`src/rtl/prog_wait_timer_if.sv`:
```
// Control/status bundle for prog_wait_timer: start/abort/mode/threshold in, status and wave out.
interface prog_wait_timer_if #(
    parameter int CNT_W = 24
);
    logic             i_start;
    logic             i_abort;
    logic [1:0]       i_mode;
    logic [CNT_W-1:0] i_threshold;
    logic             o_busy;
    logic             o_tick;
    logic             o_done;
    logic             o_wave;
    logic [CNT_W-1:0] o_count;
    logic             dbg_state;

    modport master (
        output i_start, i_abort, i_mode, i_threshold,
        input  o_busy, o_tick, o_done, o_wave, o_count, dbg_state
    );

    modport slave (
        input  i_start, i_abort, i_mode, i_threshold,
        output o_busy, o_tick, o_done, o_wave, o_count, dbg_state
    );
endinterface

```
`src/rtl/prog_wait_timer.sv`:
```
// Run-time programmable wait/period timer with prescaler and one-shot, periodic and toggle modes.
module prog_wait_timer #(
    parameter int CNT_W      = 24,
    parameter int PRESCALE   = 1,
    parameter bit IDLE_LEVEL = 1'b0
) (
    input  logic              i_clk,
    input  logic              i_n_reset,
    prog_wait_timer_if.slave  bus
);

    // Handshake: i_start and i_abort are level-sampled on every rising edge, no ready
    // back-pressure. Abort wins over start; a start in any state (re)loads mode and
    // threshold and restarts from zero. Results appear one cycle after the deciding edge.

    localparam int PW = (PRESCALE > 1) ? $clog2(PRESCALE) : 1;
    localparam logic [PW-1:0] PRE_MAX = PW'(PRESCALE - 1);

    localparam logic [1:0] MODE_PERIODIC = 2'd1;
    localparam logic [1:0] MODE_TOGGLE   = 2'd2;

    typedef enum logic {
        S_IDLE = 1'b0,
        S_RUN  = 1'b1
    } state_t;

    state_t           state;
    logic [PW-1:0]    pre;
    logic [CNT_W-1:0] thr;
    logic [1:0]       mode;
    logic [CNT_W-1:0] count;
    logic             busy;
    logic             tick;
    logic             done;
    logic             wave;

    always_ff @(posedge i_clk or negedge i_n_reset) begin
        if (!i_n_reset) begin
            state <= S_IDLE;
            pre   <= '0;
            thr   <= '0;
            mode  <= '0;
            count <= '0;
            busy  <= 1'b0;
            tick  <= 1'b0;
            done  <= 1'b0;
            wave  <= IDLE_LEVEL;
        end else begin
            tick <= 1'b0;
            done <= 1'b0;
            if (bus.i_abort) begin
                state <= S_IDLE;
                count <= '0;
                pre   <= '0;
                busy  <= 1'b0;
                wave  <= IDLE_LEVEL;
            end else if (bus.i_start) begin
                thr   <= bus.i_threshold;
                mode  <= bus.i_mode;
                count <= '0;
                pre   <= '0;
                wave  <= IDLE_LEVEL;
                if (bus.i_threshold != '0) begin
                    state <= S_RUN;
                    busy  <= 1'b1;
                end else begin
                    // A zero-length wait completes immediately regardless of mode.
                    state <= S_IDLE;
                    busy  <= 1'b0;
                    tick  <= 1'b1;
                    done  <= 1'b1;
                end
            end else if (state == S_RUN) begin
                if (pre == PRE_MAX) begin
                    pre <= '0;
                    if (count == thr - 1'b1) begin
                        count <= '0;
                        tick  <= 1'b1;
                        case (mode)
                            MODE_PERIODIC: ;
                            MODE_TOGGLE:   wave <= ~wave;
                            default: begin
                                // One-shot, and the reserved encoding behaves the same.
                                state <= S_IDLE;
                                busy  <= 1'b0;
                                done  <= 1'b1;
                            end
                        endcase
                    end else begin
                        count <= count + 1'b1;
                    end
                end else begin
                    pre <= pre + 1'b1;
                end
            end
        end
    end

    assign bus.o_busy    = busy;
    assign bus.o_tick    = tick;
    assign bus.o_done    = done;
    assign bus.o_wave    = wave;
    assign bus.o_count   = count;
    assign bus.dbg_state = state;

endmodule

```
`src/flat_wrapper.sv`:
```
// flat-port wrapper written by rule: the top's interface ports become plain ports
module prog_wait_timer_flat 
#(
    parameter int CNT_W      = 24,
    parameter int PRESCALE   = 1,
    parameter bit IDLE_LEVEL = 1'b0
)
  (i_clk, i_n_reset, bus_i_start, bus_i_abort, bus_i_mode, bus_i_threshold, bus_o_busy, bus_o_tick, bus_o_done, bus_o_wave, bus_o_count, bus_dbg_state);
  prog_wait_timer_if #(.CNT_W(CNT_W)) bus_i ();
  input  logic i_clk;
  input  logic i_n_reset;
  input wire logic [$bits(bus_i.i_start)-1:0] bus_i_start;
  input wire logic [$bits(bus_i.i_abort)-1:0] bus_i_abort;
  input wire logic [$bits(bus_i.i_mode)-1:0] bus_i_mode;
  input wire logic [$bits(bus_i.i_threshold)-1:0] bus_i_threshold;
  output wire logic [$bits(bus_i.o_busy)-1:0] bus_o_busy;
  output wire logic [$bits(bus_i.o_tick)-1:0] bus_o_tick;
  output wire logic [$bits(bus_i.o_done)-1:0] bus_o_done;
  output wire logic [$bits(bus_i.o_wave)-1:0] bus_o_wave;
  output wire logic [$bits(bus_i.o_count)-1:0] bus_o_count;
  output wire logic [$bits(bus_i.dbg_state)-1:0] bus_dbg_state;
  assign bus_i.i_start = bus_i_start;
  assign bus_i.i_abort = bus_i_abort;
  assign bus_i.i_mode = bus_i_mode;
  assign bus_i.i_threshold = bus_i_threshold;
  assign bus_o_busy = bus_i.o_busy;
  assign bus_o_tick = bus_i.o_tick;
  assign bus_o_done = bus_i.o_done;
  assign bus_o_wave = bus_i.o_wave;
  assign bus_o_count = bus_i.o_count;
  assign bus_dbg_state = bus_i.dbg_state;
  prog_wait_timer #(.CNT_W(CNT_W), .PRESCALE(PRESCALE), .IDLE_LEVEL(IDLE_LEVEL)) u_core (.i_clk(i_clk), .i_n_reset(i_n_reset), .bus(bus_i));
endmodule
```
`config.mk`:
```
export PLATFORM = sky130hd
export DESIGN_NAME = prog_wait_timer_flat
export DESIGN_NICKNAME = d
export VERILOG_FILES = /design/src/rtl/prog_wait_timer_if.sv /design/src/rtl/prog_wait_timer.sv /design/src/flat_wrapper.sv
export SDC_FILE = /design/constraint.sdc
export NUM_CORES = 1
export LEC_CHECK = 0
export BUFFER_PORTS_ARGS = -buffer_cell sky130_fd_sc_hd__buf_2
export CORE_MARGIN = 4
export CORE_UTILIZATION = 30
export CTS_CLUSTER_SIZE = 28
export DETAILED_ROUTE_END_ITERATION = 8
export GPL_ROUTABILITY_DRIVEN = 0
export PLACE_DENSITY_LB_ADDON = 0.3
export RECOVER_POWER = 25
export SYNTH_ARGS = -nofsm -noshare
export SYNTH_HDL_FRONTEND = slang
export SYNTH_SLANG_ARGS = --single-unit
```
`constraint.sdc`:
```
create_clock -name i_clk -period 4.1 [get_ports i_clk]
set_input_delay 0.205 -clock i_clk [delete_from_list [all_inputs] [get_ports i_clk]]
set_output_delay 0.205 -clock i_clk [all_outputs]
set_load 0.05 [all_outputs]
```
==> results of run 1 <==
==> worst register-to-register path, stage by stage, from the launching register on <==
cell	delay (ns)
dfrtp_1	0.45
or4_4	0.58
or3_1	0.49
o41ai_1	0.54
o211ai_1	0.19
a2111o_1	0.43
nor4_4	0.16
buf_4	0.30
nor3_1	0.11
==> cell families after synthesis <==
logic type / count (synthesis) / share of synthesized area, %
and+or+nand+nor: 156 / 24.33
xor gates and xnor gates: 52 / 13.32
buffers and inverters: 26 / 3.183
muxes: 23 / 7.501
adders and majority gates: 4 / 1.391
AOI/OAI and AO/OA: 47 / 10.03
DFF: 55 / 40.25
==> metrics by stage <==
| step | setup WS [ns] | power (mW) | instances |
|---|---|---|---|
| global placement | 0.8778 | 0.9023 | 551 |
| floorplan | 0.9869 | 0.8193 | 363 |
| finish | 0.7210 | 1.398 | 559 |
| detailed placement | 0.8038 | 0.9093 | 551 |
| CTS | 0.7897 | 1.420 | 559 |
| global route | 0.6146 | 1.472 | 559 |
==> cell usage after synthesis (3+ instances only) <==
master    number  share of area, %
nand3_1       13               1.9
ha_1           3               1.1
nand2_1       29               3.2
nor4_1        15               2.7
or3_1         13               2.4
nor3_1        26               3.8
mux2_2        21               6.9
clkbuf_1      11               1.2
dfrtp_1       55                40
nand4_1        8               1.5
o21ai_0       11               1.6
and3_1         5              0.91
xor2_1        20               5.1
a2111o_1       3              0.99
inv_1         11               1.2
or2_2          4              0.73
buf_2          3              0.44
o211ai_1       4              0.88
xnor2_1       32               8.2
nor2_1        21               2.3
nor2b_1        6               1.1
and2_1         5              0.91
==> area by class of cell <==
class / count / area share [%]
multi-input cells: 282 / 48.20
well taps: 140 / 4.340
inverters: 11 / 1.023
flip-flops and latches: 55 / 34.10
clock inverters: 2 / 0.8679
clock buffers: 6 / 3.441
repair buffers: 63 / 8.029
==> where the power goes <==
group	internal, mW	switching [mW]
Sequential	0.582	0.0544
Combinational	0.117	0.145
Clock	0.304	0.195
==> path summary, 6_finish.rpt <==
path                                       startpoint                            endpoint  depth (start not counted)
max in group asynchronous                   i_n_reset  u_core.bus.o_count[12]$_DFFE_PN0P_                          2
min in group asynchronous                   i_n_reset          u_core.thr[17]$_DFFE_PN0P_                          2
hold reg to reg            u_core.mode[1]$_DFFE_PN0P_          u_core.mode[1]$_DFFE_PN0P_                          1
hold / removal                          bus_i_mode[0]          u_core.mode[0]$_DFFE_PN0P_                          3
setup reg to reg            u_core.thr[9]$_DFFE_PN0P_  u_core.bus.o_count[23]$_DFFE_PN0P_                          8
setup / recovery            u_core.thr[9]$_DFFE_PN0P_  u_core.bus.o_count[23]$_DFFE_PN0P_                          8
==> per-layer routing <==
| layer | up-vias | global-route usage, % | part of all wire, % |
|---|---|---|---|
| li1 | 1425 | - | - |
| met1 | 1416 | 21.06 | 48 |
| met2 | 100 | 21.92 | 44 |
| met3 | 17 | 2.842 | 6.2 |
| met4 | 0 | 4.851 | 2.5 |
| met5 | - | 0 | 0 |
==> layout by cell type (no fill, tap or decap), types with 4 or more instances in the layout <==
master     synthesis  final
and2_1             5      5
and3_1             5      5
buf_2              3     58
buf_4              0      4
clkbuf_16          0      5
dfrtp_1           55     55
inv_1             11     11
mux2_2            21     21
nand2_1           29     29
nand3_1           13     13
nand4_1            8      8
nor2_1            21     21
nor2b_1            6      5
nor3_1            26     26
nor4_1            15     15
o211ai_1           4      4
o21ai_0           11     11
or2_2              4      4
or3_1             13     13
xnor2_1           32     32
xor2_1            20     20
==> flip-flops by register name (all words and copies together), names as in the netlist <==
register / count
u_core.bus.dbg_state: 1
u_core.bus.o_tick: 1
u_core.bus.o_wave: 1
u_core.bus.o_done: 1
u_core.thr: 24
u_core.mode: 2
u_core.bus.o_count: 24
u_core.bus.o_busy: 1
==> results.cfg, run 1 <==
[outcome]
status = finished with violations
violations = capacitance limit, slew limit

[die]
core_area_mm2 = 0.01098
rows = 38
die_height_um = 114.8
die_w_um = 114.8
die_area_mm2 = 0.01317
start_util_pct = 31.13
io_pins = 59

[sta]
layout_min_cycle_time_ns = 3.379
max_slew_margin_pct = -103.6
drv_slew = 56
fmax_mhz = 295.9
worst_pin_slew_ns = 3.054
fin_hold_ws_ns = 0.1231
rsz0062_at_grt = no
setup_viol = 0
skew_ns = 0.01020
hold_viol = 0
period_share_pct = 82.41
setup_tns_ns = 0

[critical_path]
end_kind = flop
crit_slowest_cell = or4_4
cp_max_fo = 22
max_stage_delay_ns = 0.58
worstPathArrival_ns = 3.53
critPathRequiredTime_ns = 4.25
r2r_slack_ns = 0.72
critPathBufInv = 1
startpoint_type = flop
cp_top_family = simple AND/OR/NAND/NOR gates
crit_chain = or4_4 > or3_1 > o41ai_1 > o211ai_1 > a2111o_1 > nor4_4 > buf_4 > nor3_1
path_class = reg -> reg

[synth]
synth_warnings = 0
synth-edff-count = 0
ys_ff_latch = 55
async_flop_share_pct = 100.0
ys_seq_area_share_pct = 40.25
ys.flop_type = dfrtp_1
syn_inst = 363
mappedNetlistNets = 396
netlist_area_mm2 = 0.003420
synth.distinct_cells = 53
syn_avg_cell_area_um2 = 9.420

[cells_and_area]
drive_gt1_share_pct = 23.63
diodes = 0
syn_to_final_growth_pct = 18.04
post-route-util_pct = 36.75
design_area_mm2 = 0.004036
num-fill-cells = 1122
multi_input_area_mm2 = 0.001946
finalNetCount = 451
layout.area.seq_mm2 = 0.001376

[power]
max-vdd-ir-drop_uv = 151.6
p_leak_nw = 1.646
powerDensity_mw_per_mm2 = 346.4

[route]
vias = 2958
drt_iter0_markers = 179
firstDrtPassIters = 5
drc = 0
routed_wl_um = 9533
ant_nets = 0
routedWlPerCell_um = 17.05
viasPerCell = 5.292

[cts]
hold_buffers = 0
cts-root-buf = clkbuf_16
cts_tree = done
cts_resized = 0
htree_levels = 2
path_clk_slew_ns = 0.07
clk_latency_ns = 0.30
cts.sinks = 55
cts_made_buffers = 5
cts_setup_buffers = 0
clockBufferDepth = 2

[grt]
grt_pass1_wl_um = 15140
grt_pass1_vias = 2865
grt_max_degree = 56
track_usage_pct = 14.58
overflow = 0
antenna_found_initial = 0

[worst_hold_path]
hold_class = in -> reg

[place]
dpl_cell_area_mm2 = 0.003866
hpwlAfterDp_um = 7297
io_buffer_count = 58

[run]
maxCapViolCount = 1
No activity file was read; power rests on OpenSTA's default activity.
==> inputs of run 2 (changes only) <==
Settings changed: ABC_AREA from default to 1.
Clock period 4.1 ns to 3.25 ns, I/O delays scaled along.
==> results.cfg, run 2 <==
[synth]
syn_avg_cell_area_um2 = 6.809
synth.area.mux_share_pct = 2.996
synthAdderAreaFrac_pct = 0.9987
mappedNetlistNets = 585
ys.flop_type = dfrtp_1
ys_top_cells_by_area = dfrtp_1 (37%), nand2_1 (16%), nor2_1 (8.9%)
ys_ff_latch = 55
synth-edff-count = 0
yosysTopAreaCell = dfrtp_1
synth_compound_area_share_pct = 4.294
yosysMostFrequentCell = nand2_1
synthSimpleGateAreaFrac_pct = 37.88
netlist_area_mm2 = 0.003759
syn_inst = 552
synth_top_family_by_area = simple AND/OR/NAND/NOR gates
synth_xor_area_share_pct = 7.923
synth_top_area_share_pct = 36.62
synth.distinct_cells = 26
ys_seq_area_share_pct = 36.62
synth_warnings = 0
async_flop_share_pct = 100.0
ys_top_cells_by_count = nand2_1 (162), nor2_1 (89), inv_1 (78), dfrtp_1 (55), nand3_1 (32)

[cells_and_area]
layout.area.seq_mm2 = 0.001376
layout_commonest_cell = nand2_1
multi_input_area_mm2 = 0.002033
post-route-util_pct = 35.91
syn_to_final_growth_pct = 16.18
num-fill-cells = 1321
diodes = 0
design_area_mm2 = 0.004367
final_cell_mix = nand2_1 (162), nor2_1 (89), inv_1 (78)
finalNetCount = 645
drive_gt1_share_pct = 13.21

[outcome]
status = completed

[die]
io_pins = 59
start_util_pct = 30.91
core_area_mm2 = 0.01216
die_area_mm2 = 0.01438
die_height_um = 119.9
rows = 40
die_w_um = 119.9

[route]
ant_nets = 0
viasPerCell = 4.595
drt_iter0_markers = 127
routed_wl_um = 10250
routedWlPerCell_um = 13.13
drc = 0
vias = 3589
firstDrtPassIters = 5

[cts]
path_clk_slew_ns = 0.08
clockBufferDepth = 2
cts_made_buffers = 5
htree_levels = 2
cts.sinks = 55
cts_tree = done
cts-root-buf = clkbuf_16
cts_setup_buffers = 0
clk_latency_ns = 0.30

[sta]
fin_hold_ws_ns = 0.09601
rsz0062_at_grt = no
skew_ns = 0.008194
hold_viol = 0
worst_pin_slew_ns = 1.185
layout_min_cycle_time_ns = 2.348
fmax_mhz = 425.9
drv_slew = 0
max_slew_margin_pct = 21.03
setup_tns_ns = 0
setup_viol = 0
period_share_pct = 72.24

[place]
hpwlAfterDp_um = 8234
dpl_cell_area_mm2 = 0.004225
io_buffer_count = 58

[grt]
antenna_found_initial = 0
overflow = 0
grt_pass1_vias = 3501
grt_max_degree = 35
grt_pass1_wl_um = 17130
track_usage_pct = 14.54

[power]
total_power_mw = 1.753
max-vdd-ir-drop_uv = 209.9
powerDensity_mw_per_mm2 = 401.4
p_leak_nw = 2.191

[critical_path]
path_class = reg -> reg
startpoint = u_core.thr[0]$_DFFE_PN0P_
worstPathArrival_ns = 2.52
r2r-start = u_core.thr[0]$_DFFE_PN0P_
end_kind = flop
cp_max_fo = 23
critPathRequiredTime_ns = 3.42
startpoint_type = flop

[worst_hold_path]
hold_class = in -> reg
holdCritStartpoint = bus_i_mode[1]

[run]
maxCapViolCount = 0
-- run 2: cell count changes after synthesis, sizes merged, moves of 19 or more --
cell / previous run / this run
nor3: 26 / 5
nor2: 21 / 98
xnor2: 32 / 13
nand2: 29 / 164
nand3: 13 / 33
inv: 11 / 78
-- run 2: layer usage --
layer	wire length, um	global-route usage, %
met1	4987	20.21
met2	4665	23.22
met3	463	2.451
met4	137	4.223
met5	0	0
-- run 2: report_power, final --
group / internal, mW / total, mW / switching (mW)
clock: 0.290 / 0.555 / 0.265
combinational: 0.145 / 0.404 / 0.259
sequential: 0.732 / 0.793 / 0.0612
total: 1.17 / 1.75 / 0.586
-- run 2: path summary, 6_finish.rpt --
kind	endpoint	slack, ns	cells after the start
setup / recovery	u_core.bus.o_count[22]$_DFFE_PN0P_	0.90	15
max in group asynchronous	u_core.thr[5]$_DFFE_PN0P_	1.57	3
min in group asynchronous	u_core.bus.o_count[20]$_DFFE_PN0P_	0.62	2
setup reg to reg	u_core.bus.o_count[22]$_DFFE_PN0P_	0.90	15
hold / removal	u_core.mode[1]$_DFFE_PN0P_	0.1	2
hold reg to reg	u_core.bus.o_wave$_DFFE_PN0P_	0.50	2
-- run 2: worst max-delay path: stages, from the launching register on --
cell and delay [ns]:
dfrtp_1 0.40, inv_1 0.12, ha_1 0.25, nand2_2 0.15, nor2_4 0.27, nand2_1 0.08, nand2_1 0.06, nand2_1 0.05
inv_1 0.06, nand2_1 0.05, nor2_1 0.09, nand2_1 0.07, nor2_2 0.12, nand3_2 0.11, nand2_4 0.24, a21oi_1 0.08
-- run 2: layout make-up --
class,count,area share (%)
multi-input combinational,410,46.56
sequential,55,31.52
timing repair buffer,62,7.077
inverter,78,6.705
tap,168,4.814
clock buffer,6,2.951
clock inverter,2,0.3725
-- run 2: timing repair --
item | in CTS | in global routing
hold buffers | 1 | 0
gates resized for setup | 0 | 0
endpoints found under the hold margin | 21 | 0
-- run 2: logic make-up (layout without fill, tap and decap cells) --
kind of cell,Yosys count,in the layout
XOR/XNOR,34,34
adder cells (fa/ha/maj),3,3
buffers and inverters,87,148
AO/OA/AOI/OAI,32,32
flip-flops,55,55
AND/OR/NAND/NOR,331,331
multiplexers,10,10
-- run 2: stage by stage --
step / cells / setup slack (ns)
after floorplan: 552 / 1.168
after global placement: 772 / 0.9978
after detailed placement: 772 / 0.9194
after CTS: 781 / 0.8965
after global routing: 781 / 0.6605
final: 781 / 0.9022
==> inputs of run 3 (changes only) <==
Clock period 3.25 ns to 2.1 ns, I/O delays scaled along.
==> results.cfg, run 3 (synthesized netlist as in run 2, its figures left out) <==
[sta]
skew_ns = 0.006935
fmax_mhz = 470.1
setup_viol = 18
hold_viol = 0
layout_min_cycle_time_ns = 2.127
period_share_pct = 101.3
worst_pin_slew_ns = 1.142
setup_tns_ns = -0.1781
max_slew_margin_pct = 23.88
timing.final.ws_setup_ns = -0.02731
drv_slew = 0
rsz0062_at_grt = yes

[cells_and_area]
syn_to_final_growth_pct = 34.12
drive_gt1_share_pct = 29.79
finalNetCount = 691
layout_commonest_cell = nand2_1
final_cell_mix = nand2_1 (152), inv_1 (74), nor2_1 (61)
num-fill-cells = 1255
layout.area.seq_mm2 = 0.001388
fin_cells = 826
diodes = 0
multi_input_area_mm2 = 0.002281

[worst_hold_path]
hold_class = in -> reg
holdCritStartpoint = bus_i_mode[1]

[route]
firstDrtPassIters = 4
routedWlPerCell_um = 13.33
viasPerCell = 4.615
drc = 0
ant_nets = 0
routed_wl_um = 11010
drt_iter0_markers = 267
vias = 3812

[die]
core_area_mm2 = 0.01216
rows = 40
die_area_mm2 = 0.01438
die_height_um = 119.9
io_pins = 59
die_w_um = 119.9
start_util_pct = 30.91

[critical_path]
crit_chain = nor2_4 > nand2_4 > nor2_4 > nand2_4 > nand2_4 > and2_4 > nand2_1 > nor2_1 > nand2_1 > nor2_2 > nand3_2 > nand2_4 > clkbuf_16 > nor2_1
cp_max_fo = 6
end_kind = flop
max_stage_delay_ns = 0.44
crit_top_cell = nand2_4
worstPathArrival_ns = 2.32
crit_slowest_cell = dfrtp_2
r2r-start = u_core.thr[1]$_DFFE_PN0P_
path_class = reg -> reg
startpoint = u_core.thr[1]$_DFFE_PN0P_
critPathBufInv = 1
cp_top_family = simple AND/OR/NAND/NOR gates
startpoint_type = flop
critPathRequiredTime_ns = 2.29

[run]
maxCapViolCount = 0

[cts]
cts_made_buffers = 5
cts.sinks = 55
clk_latency_ns = 0.30
path_clk_slew_ns = 0.07
clockBufferDepth = 2
cts-root-buf = clkbuf_16
cts_tree = done
htree_levels = 2

[power]
clkPwrFrac_pct = 31.1
seqPwrFrac_pct = 40.5
netSwitchingPower_uw = 998.2
comb_power_share_pct = 28.3
powerDensity_mw_per_mm2 = 606.7
switching_share_pct = 32.64
intPower_mw = 2.060
p_leak_nw = 2.524
max-vdd-ir-drop_uv = 311.0

[outcome]
status = finished with violations
violations = setup timing

[place]
dp.cells = 803
hpwlAfterDp_um = 8531
io_buffer_count = 58

[grt]
antenna_found_initial = 0
track_usage_pct = 15.40
grt_pass1_vias = 3684
grt_pass1_wl_um = 18140
overflow = 0
grt_max_degree = 30
## run 3: layout make-up
type | count | area share, %
sequential | 55 | 27.53
clock inverter | 2 | 0.7446
tap | 168 | 4.170
inverter | 78 | 5.808
multi-input combinational | 412 | 45.25
clock buffer | 5 | 2.482
timing repair buffer | 106 | 14.02
## run 3: stage by stage
stage / area [um2] / total power [mW] / setup WS (ns) / hold WS [ns] / utilization [%]
6_report: 5041 / 3.059 / -0.02731 / 0.03896 / 41.45
5_1_grt: 5041 / 3.252 / -0.1486 / 0.04079 / 41.45
4_1_cts: 4669 / 2.920 / 0.004521 / 0.03517 / 38.40
3_5_place_dp: 4483 / 1.953 / -0.02117 / -0.05790 / 36.86
3_3_place_gp: 4483 / 1.941 / 0.003070 / -0.05854 / 36.86
2_1_floorplan: 3759 / 1.692 / 0.01848 / -0.1906 / -
## run 3: power by group through the flow
stage / Sequential [mW] / Clock [mW] / Combinational (mW)
CTS: 1.22 / 0.972 / 0.733
detailed placement: 1.24 / 0 / 0.718
global route: 1.25 / 1.02 / 0.983
finish: 1.24 / 0.952 / 0.867
floorplan: 1.25 / 0 / 0.442
global placement: 1.23 / 0 / 0.707
## run 3: timing repair
action	in CTS	in global routing
hold endpoints to repair	55	0
setup endpoints to repair	23	29
cloned	1	2
resized for setup	3	81
pin swaps	1	8
buffers inserted	0	12
hold buffers	1	0
## run 3: layer usage
metal	vias up	GRT usage, %	wire (um)
li1	1939	-	-
met1	1758	21.71	5139
met2	95	25.01	5118
met3	20	2.026	567
met4	0	3.722	185
met5	-	0	0
## run 3: path summary, 6_finish.rpt
kind	depth (start not counted)	slack, ns	endpoint
min in group asynchronous	2	0.22	u_core.bus.o_count[20]$_DFFE_PN0P_
setup reg to reg	14	-0.03	u_core.bus.o_count[8]$_DFFE_PN0P_
hold / removal	2	0.04	u_core.mode[1]$_DFFE_PN0P_
hold reg to reg	2	0.49	u_core.bus.o_wave$_DFFE_PN0P_
setup / recovery	14	-0.03	u_core.bus.o_count[8]$_DFFE_PN0P_
max in group asynchronous	3	0.50	u_core.mode[0]$_DFFE_PN0P_
